--- config.mk ---
export PLATFORM = sky130hd
export DESIGN_NAME = usb_nrzi_tx
export DESIGN_NICKNAME = d
export VERILOG_FILES = /design/src/rtl/usb_nrzi_tx.sv
export SDC_FILE = /design/constraint.sdc
export NUM_CORES = 1
export LEC_CHECK = 0
export ABC_AREA = 1
export BUFFER_PORTS_ARGS = -buffer_cell sky130_fd_sc_hd__buf_2
export CORE_AREA = 2 2 43 45
export CTS_BUF_LIST = sky130_fd_sc_hd__clkbuf_8 sky130_fd_sc_hd__clkbuf_16
export DETAILED_ROUTE_END_ITERATION = 16
export DIE_AREA = 0 0 45 47
export PLACE_DENSITY = 0.76
export SLEW_MARGIN = 40
export SYNTH_ARGS = -nofsm -noshare
export SYNTH_HDL_FRONTEND = slang
export SYNTH_SLANG_ARGS = --single-unit
--- constraint.sdc ---
create_clock -name clk -period 1.4 [get_ports clk]
set_input_delay 0.14 -clock clk [delete_from_list [all_inputs] [get_ports clk]]
set_output_delay 0.14 -clock clk [all_outputs]
set_load 0.01 [all_outputs]
--- src/rtl/usb_nrzi_tx.sv ---
// USB full-speed transmit encoder: bit stuffing, NRZI, and EOP generation.
// Outputs are registered; each accepted bit is driven for the following bit time.
module usb_nrzi_tx #(
  parameter int STUFF_LIMIT  = 6,
  parameter int EOP_SE0_BITS = 2,
  parameter int CNT_WIDTH    = 3
) (
  input  logic clk,
  input  logic rst,
  input  logic bit_in,
  input  logic bit_val,
  input  logic bit_last,
  output logic bit_ready,
  output logic dp_out,
  output logic dm_out,
  output logic tx_oe,
  output logic tx_busy,
  output logic eop_done
);

  typedef enum logic [2:0] {IDLE, DATA, STUFF, EOP_SE0, EOP_J} state_t;

  localparam logic [CNT_WIDTH-1:0] STUFF_MAX = CNT_WIDTH'(STUFF_LIMIT);
  localparam logic [CNT_WIDTH-1:0] SE0_MAX   = CNT_WIDTH'(EOP_SE0_BITS);

  state_t               state_q, state_d;
  logic                 line_q, line_d;   // 1 = J, 0 = K
  logic                 dp_q, dp_d;
  logic                 dm_q, dm_d;
  logic                 tx_oe_q, tx_oe_d;
  logic                 eop_done_q, eop_done_d;
  logic                 last_pend_q, last_pend_d;
  logic [CNT_WIDTH-1:0] ones_cnt_q, ones_cnt_d;
  logic [CNT_WIDTH-1:0] eop_cnt_q, eop_cnt_d;

  logic                 accept;
  logic                 nrzi_line;
  logic [CNT_WIDTH-1:0] ones_inc;

  assign bit_ready = (state_q == IDLE) || (state_q == DATA);
  assign accept    = bit_val && bit_ready;
  assign nrzi_line = bit_in ? line_q : ~line_q;
  assign ones_inc  = ones_cnt_q + 1'b1;

  assign dp_out   = dp_q;
  assign dm_out   = dm_q;
  assign tx_oe    = tx_oe_q;
  assign tx_busy  = (state_q != IDLE);
  assign eop_done = eop_done_q;

  always_comb begin
    state_d     = state_q;
    line_d      = line_q;
    dp_d        = dp_q;
    dm_d        = dm_q;
    tx_oe_d     = tx_oe_q;
    eop_done_d  = 1'b0;
    last_pend_d = last_pend_q;
    ones_cnt_d  = ones_cnt_q;
    eop_cnt_d   = eop_cnt_q;

    case (state_q)
      IDLE, DATA: begin
        // With no bit offered the line simply holds (idle J, or an underrun stall).
        if (accept) begin
          line_d     = nrzi_line;
          dp_d       = nrzi_line;
          dm_d       = ~nrzi_line;
          tx_oe_d    = 1'b1;
          ones_cnt_d = bit_in ? ones_inc : '0;
          if (bit_in && (ones_inc == STUFF_MAX)) begin
            state_d     = STUFF;
            last_pend_d = bit_last;
          end else if (bit_last) begin
            state_d   = EOP_SE0;
            eop_cnt_d = '0;
          end else begin
            state_d = DATA;
          end
        end
      end

      STUFF: begin
        line_d     = ~line_q;
        dp_d       = ~line_q;
        dm_d       = line_q;
        ones_cnt_d = '0;
        if (last_pend_q) begin
          state_d     = EOP_SE0;
          eop_cnt_d   = '0;
          last_pend_d = 1'b0;
        end else begin
          state_d = DATA;
        end
      end

      EOP_SE0: begin
        // Entered while the final data/stuff bit is still on the line.
        if (eop_cnt_q == SE0_MAX) begin
          state_d = EOP_J;
          line_d  = 1'b1;
          dp_d    = 1'b1;
          dm_d    = 1'b0;
        end else begin
          dp_d      = 1'b0;
          dm_d      = 1'b0;
          eop_cnt_d = eop_cnt_q + 1'b1;
        end
      end

      EOP_J: begin
        state_d     = IDLE;
        tx_oe_d     = 1'b0;
        eop_done_d  = 1'b1;
        line_d      = 1'b1;
        dp_d        = 1'b1;
        dm_d        = 1'b0;
        ones_cnt_d  = '0;
        eop_cnt_d   = '0;
        last_pend_d = 1'b0;
      end

      default: begin
        state_d = IDLE;
      end
    endcase
  end

  always_ff @(posedge clk or posedge rst) begin
    if (rst) begin
      state_q     <= IDLE;
      line_q      <= 1'b1;
      dp_q        <= 1'b1;
      dm_q        <= 1'b0;
      tx_oe_q     <= 1'b0;
      eop_done_q  <= 1'b0;
      last_pend_q <= 1'b0;
      ones_cnt_q  <= '0;
      eop_cnt_q   <= '0;
    end else begin
      state_q     <= state_d;
      line_q      <= line_d;
      dp_q        <= dp_d;
      dm_q        <= dm_d;
      tx_oe_q     <= tx_oe_d;
      eop_done_q  <= eop_done_d;
      last_pend_q <= last_pend_d;
      ones_cnt_q  <= ones_cnt_d;
      eop_cnt_q   <= eop_cnt_d;
    end
  end

endmodule
After elaboration in Yosys (flattened, before gate mapping)
Cells that the tools add are included.
{"block": "totals", "register_bits": 15, "elab_cells": 75}
{"block": "classes", "addsub": 2, "n_eq_ne": 13, "mux": 29, "bitwise": 2, "n_reduce_logical": 20}
{"cell": "$mux 3", "count": 9}
{"cell": "$ne 2x2->1 const B", "count": 7}
{"cell": "$pmux 3 s4", "count": 1}
{"cell": "$reduce_and 2->1", "count": 5}
{"cell": "$eq 3x2->1 const B", "count": 3}
{"cell": "$mux 1", "count": 9}
{"cell": "$pmux 3 s3", "count": 1}
{"cell": "$pmux 1 s4", "count": 2}
{"cell": "$add 3x1->3 const B", "count": 2}
{"cell": "$eq 3x3->1 const B", "count": 2}
{"cell": "$mux 2", "count": 3}
{"cell": "$pmux 3 s2", "count": 1}
{"cell": "$reduce_and 3->1", "count": 2}
{"cell": "$reduce_and 6->1", "count": 1}
{"cell": "$reduce_bool 3->1", "count": 2}
{"cell": "$reduce_or 2->1", "count": 3}
{"cell": "$pmux 1 s2", "count": 2}
{"cell": "$reduce_bool 2->1", "count": 2}
{"cell": "$reduce_bool 4->1", "count": 1}
{"cell": "$eq 3x1->1 const B", "count": 1}
{"cell": "$logic_not 3->1", "count": 1}
{"cell": "$pmux 1 s3", "count": 1}
{"cell": "$logic_and 1x1->1", "count": 2}
{"cell": "$not 1->1", "count": 2}
{"cell": "$logic_or 1x1->1", "count": 1}

Logic depth before layout (Yosys ltp)
{"block": "depth", "word_depth": 6, "depth_mapped": 9, "mapped_depth_nobuf": 9}

Least setup slack after synthesis
No wires, ideal clock.
{"block": "synth_path", "kind": "reg2reg", "startpoint": "register ones_cnt_q[0]", "endpoint": "register eop_cnt_q[0]", "arrival_ps": 1142, "setup_slack_ps": 141, "path_stages_with_launch": 10, "path_buffers": 0, "period_less_slack_ps": 1259, "path_cell_list": "dfrtp_1 -> ha_1 -> inv_1 -> nand2_1 -> nand4_1 -> nand2_1 -> nand2_1 -> nand3_1 -> nand2_1 -> nand2_1"}
{"block": "synth_between", "elab_chain_cells": 5}
{"element": "start: declaration", "line": "33", "rtl": "logic [CNT_WIDTH-1:0] ones_cnt_q, ones_cnt_d;"}
{"element": "start signal: assignment", "line": "148", "rtl": "ones_cnt_q <= ones_cnt_d;"}
{"element": "$add 3x1->3", "line": "43", "rtl": "assign ones_inc = ones_cnt_q + 1'b1;"}
{"element": "$eq 3x3->1", "line": "71", "rtl": "if (bit_in && (ones_inc == STUFF_MAX)) begin"}
{"element": "$logic_and 1x1->1", "line": "71"}
{"element": "$ne 2x2->1 (no source line)"}
{"element": "$reduce_and 6->1 (no source line)"}
{"element": "end signal: assignment", "line": "149", "rtl": "eop_cnt_q <= eop_cnt_d;"}
{"element": "end: declaration", "line": "34", "rtl": "logic [CNT_WIDTH-1:0] eop_cnt_q, eop_cnt_d;"}
No other way between the ends.
A chain may end at the register's enable or synchronous reset.

Worst setup path after layout
{"block": "layout_path", "startpoint": "register state_q[1]", "endpoint": "output port bit_ready"}
{"block": "layout_between", "elab_chain_cells": 2, "elab_cells_between_ends": 3, "cone_classes": "eq/ne: 1; reduce/logical: 2"}
{"element": "start: declaration", "line": "26", "rtl": "state_t state_q, state_d;"}
{"element": "start signal: assignment", "line": "141", "rtl": "state_q <= state_d;"}
{"element": "$eq 3x1->1 / $logic_not 3->1 (equally long branches)", "line": "40", "rtl": "assign bit_ready = (state_q == IDLE) || (state_q == DATA);"}
{"element": "$logic_or 1x1->1 (*)", "line": "40"}
{"element": "end: declaration", "line": "13", "rtl": "output logic bit_ready,"}
Mark *: on every way between the ends. The rest lies on a longest branch, timed or not.

==> run_results.csv <==
group,metric,value,unit
outcome,status,"finished, final reports clean",
grt,overflow,0,
worst_setup_path,start_kind,"flop",
worst_setup_path,r2r_end,"eop_cnt_q[2]$_DFFE_PP0P_",
synthesis,synth_top_area_share,38.81,%
power,p_per_area,2144,nW/um2
worst_setup_path,cp_cell_sequence,"nand3b_1 -> nand2_4 -> buf_2",
place,port_buffers,10,
power,ir_drop,1.246,mV
drt,drtPass1Iterations,4,
timing,slew_headroom,62.81,%
place,place_congestion,0.8121,
synthesis,yosys.area.top_type,"dfrtp_1",
synthesis,synth_cell_types,20,
drt,wirelength,1709,um
drt,drc,0,
hold_path,hp-class,"in2reg",
synthesis,synth_edf_count,0,
clock_network,clock_latency,0.24,ns
floorplanning,start_util,50.76,%
worst_setup_path,crit_path_end,"bit_ready",
worst_setup_path,cp_slowest_cell,"dfrtp_2",
worst_setup_path,r2r_start,"ones_cnt_q[0]$_DFFE_PP0P_",
drt,drt_iter0_drc,19,
worst_setup_path,rr_worst_depth,9,
drt,vias,767,
final_layout,final_core_util,63.03,%
timing,finalSetupViolCount,0,
clock_network,cts_made_buffers,3,
synthesis,ys.flop_type,"dfrtp_1",
timing,hold_violations,0,
floorplanning,design.die.area,2115,um2
floorplanning,row_count,15,
timing,min_period,1.321,ns
final_layout,drive_above_1_share,28.46,%
drt,ant_nets,0,
grt,grt_start_max_net_pins,16,
worst_setup_path,max_stage_delay,0.44,ns
place,place.detailed.hpwl,1235,um
worst_setup_path,cp_max_fo,6,
synthesis,syn-num-nets,120,
clock_network,root_buffer,"clkbuf_8",
power,internal-power,0.001256,W
clock_network,clk_pin_slew,0.06,ns
job,maxCapViolations,0,
floorplanning,die_y,47,um
timing,fin_crit_sh,94.35,%
power,power_leakage,0.5719,nW
grt,antenna_found_initial,0,
floorplanning,io_pins,11,
power,clkPwrFrac,15.0,%
timing,skew,0.003869,ns
drt,wl_per_cell,11.63,um
clock_network,htreeDepth,1,
floorplanning,core,1652,um2
timing,fin_ws,0.07905,ns
floorplanning,dieWidth,45,um
grt,grt_usage,17.71,%
clock_network,clock_path_buffers,2,
power,sw_frac_of_total,43.72,%
final_layout,insertedDiodeCount,0,
synthesis,synth_cells,111,
synthesis,yosys_warnings,0,
clock_network,cts_tree,"done",
timing,hold_ws,0.1794,ns
power,total_power,0.002232,W
grt,grt_pass1_vias,671,
worst_setup_path,critical_path_arrival,1.18,ns
worst_setup_path,worstSetupEndpointType,"primary output",
clock_network,cts_sinks,15,
place,pre_cts_slack,0.02514,ns
synthesis,ys_async_sr_fraction,100.0,%
final_layout,nNetsFinal,140,
timing,fin_tns_setup,0,ns
timing,maxSlewViolCount,0,
grt,grt_pass1_wl,2697,um
worst_setup_path,criticalPathCategory,"reg2out",
timing,fmax,757.0,MHz
worst_setup_path,worstPathRequired,1.26,ns
synthesis,syn-cell-area,838.3,um2
timing,worst_slew_pin_slew,0.5573,ns
worst_setup_path,startpoint,"state_q[1]$_DFFE_PP0P_",
power,netSwitchingPower,0.0009757,W
synthesis,yosys-top-cells-area,"dfrtp_1 (39%), nand2_1 (17%), inv_1 (7.2%), dfstp_2 (6.3%), ha_1 (6.0%)",
final_layout,areaGrowthSynthToFinish,24.18,%
power,sequentialPowerShare,33.4,%
final_layout,fillers,154,
worst_setup_path,r2r_slack,0.08,ns
synthesis,syn_avg_cell_area,7.552,um2
drt,viasPerCell,5.218,
power,combPwrFrac,51.7,%
synthesis,synth-seq-cells,15,
synthesis,ys_seq_area_share,45.07,%
## power groups by stage
stage | Sequential (W) | Clock, W | Combinational, W
global route | 0.000774 | 0.000359 | 0.00129
floorplan | 0.000718 | 0 | 0.000707
detailed placement | 0.000728 | 0 | 0.000956
global placement | 0.000718 | 0 | 0.000921
finish | 0.000745 | 0.000334 | 0.00115
CTS | 0.000724 | 0.000338 | 0.000966
## what timing repair did
item / 4_1_cts / 5_1_grt
resized for setup: 0 / 18
hold buffers: 1 / 0
setup buffers: 0 / 3
setup endpoints to repair: 0 / 11
hold endpoints to repair: 13 / 0
## cell type report
| class | count | area (um2) | share of cell area (%) |
|---|---|---|---|
| Clock buffer | 3 | 41.29 | 3.966 |
| Clock inverter | 1 | 3.754 | 0.3606 |
| Inverter | 16 | 60.06 | 5.769 |
| Multi-Input combinational cell | 80 | 444.2 | 42.67 |
| Sequential cell | 15 | 380.4 | 36.54 |
| Tap cell | 17 | 21.27 | 2.043 |
| Timing Repair Buffer | 15 | 90.09 | 8.654 |
## sequential cells by signal, indices dropped and copies added, names as in the netlist
register	flops
dm_out	1
dp_out	1
eop_cnt_q	3
eop_done	1
last_pend_q	1
line_q	1
ones_cnt_q	3
state_q	3
tx_oe	1
## layout by cell type (no fill, tap or decap), drive strengths merged
cell type / count
a21boi: 1
dfstp: 2
nand3: 8
nand4: 2
inv: 17
nand2: 41
nor2: 8
buf: 14
o22ai: 1
xnor2: 1
dfrtp: 13
nand3b: 1
xor2: 1
clkbuf: 3
dlygate4sd3: 1
and2: 1
a21oi: 2
o21ai: 8
ha: 4
and3: 1
## through the flow
step | cells | area [um2]
final | 147 | 1041
after global routing | 147 | 1041
after CTS | 144 | 972.2
after detailed placement | 139 | 917.1
after global placement | 139 | 917.1
after floorplan | 111 | 838.3
## critical path: cells and delay by family, from the launching register on
family | cells | cell delay (ns)
buf+inv | 1 | 0.14
flops | 1 | 0.44
simple gates | 2 | 0.35
## synthesized netlist by cell type, drive strengths merged (2+ instances only)
master,count
a21oi,2
dfrtp,13
dfstp,2
ha,4
inv,16
nand2,41
nand3,8
nand4,2
nor2,8
o21ai,8
## per-layer routing
layer | wire length (um) | global-route usage, % | vias to the layer above
li1 | - | - | 387
met1 | 783 | 23.84 | 360
met2 | 845 | 29.14 | 16
met3 | 57 | 2.308 | 4
met4 | 23 | 7.059 | 0
met5 | 0 | 0 | -
## cell families (layout without fill, tap and decap cells)
logic type	Yosys count	count (layout)	synth area share [%]
XOR/XNOR	2	2	2.090
AND/OR/NAND/NOR	62	62	32.09
AO/OA/AOI/OAI	12	12	7.612
adder cells (fa/ha/maj)	4	4	5.970
buffers and inverters	16	35	7.164
flip-flops	15	15	45.07
## worst min path at each step
stage | startpoint | endpoint | cells past startpoint | slack (ns)
floorplan | rst | dm_out$_DFFE_PP0P_ | 1 | 0.04
global placement | rst | dm_out$_DFFE_PP0P_ | 2 | 0.21
detailed placement | rst | dm_out$_DFFE_PP0P_ | 2 | 0.22
CTS | bit_last | last_pend_q$_DFFE_PP0P_ | 3 | 0.18
global route | bit_last | last_pend_q$_DFFE_PP0P_ | 3 | 0.19
finish | bit_last | last_pend_q$_DFFE_PP0P_ | 3 | 0.18
No activity file was read; power rests on OpenSTA's default activity.
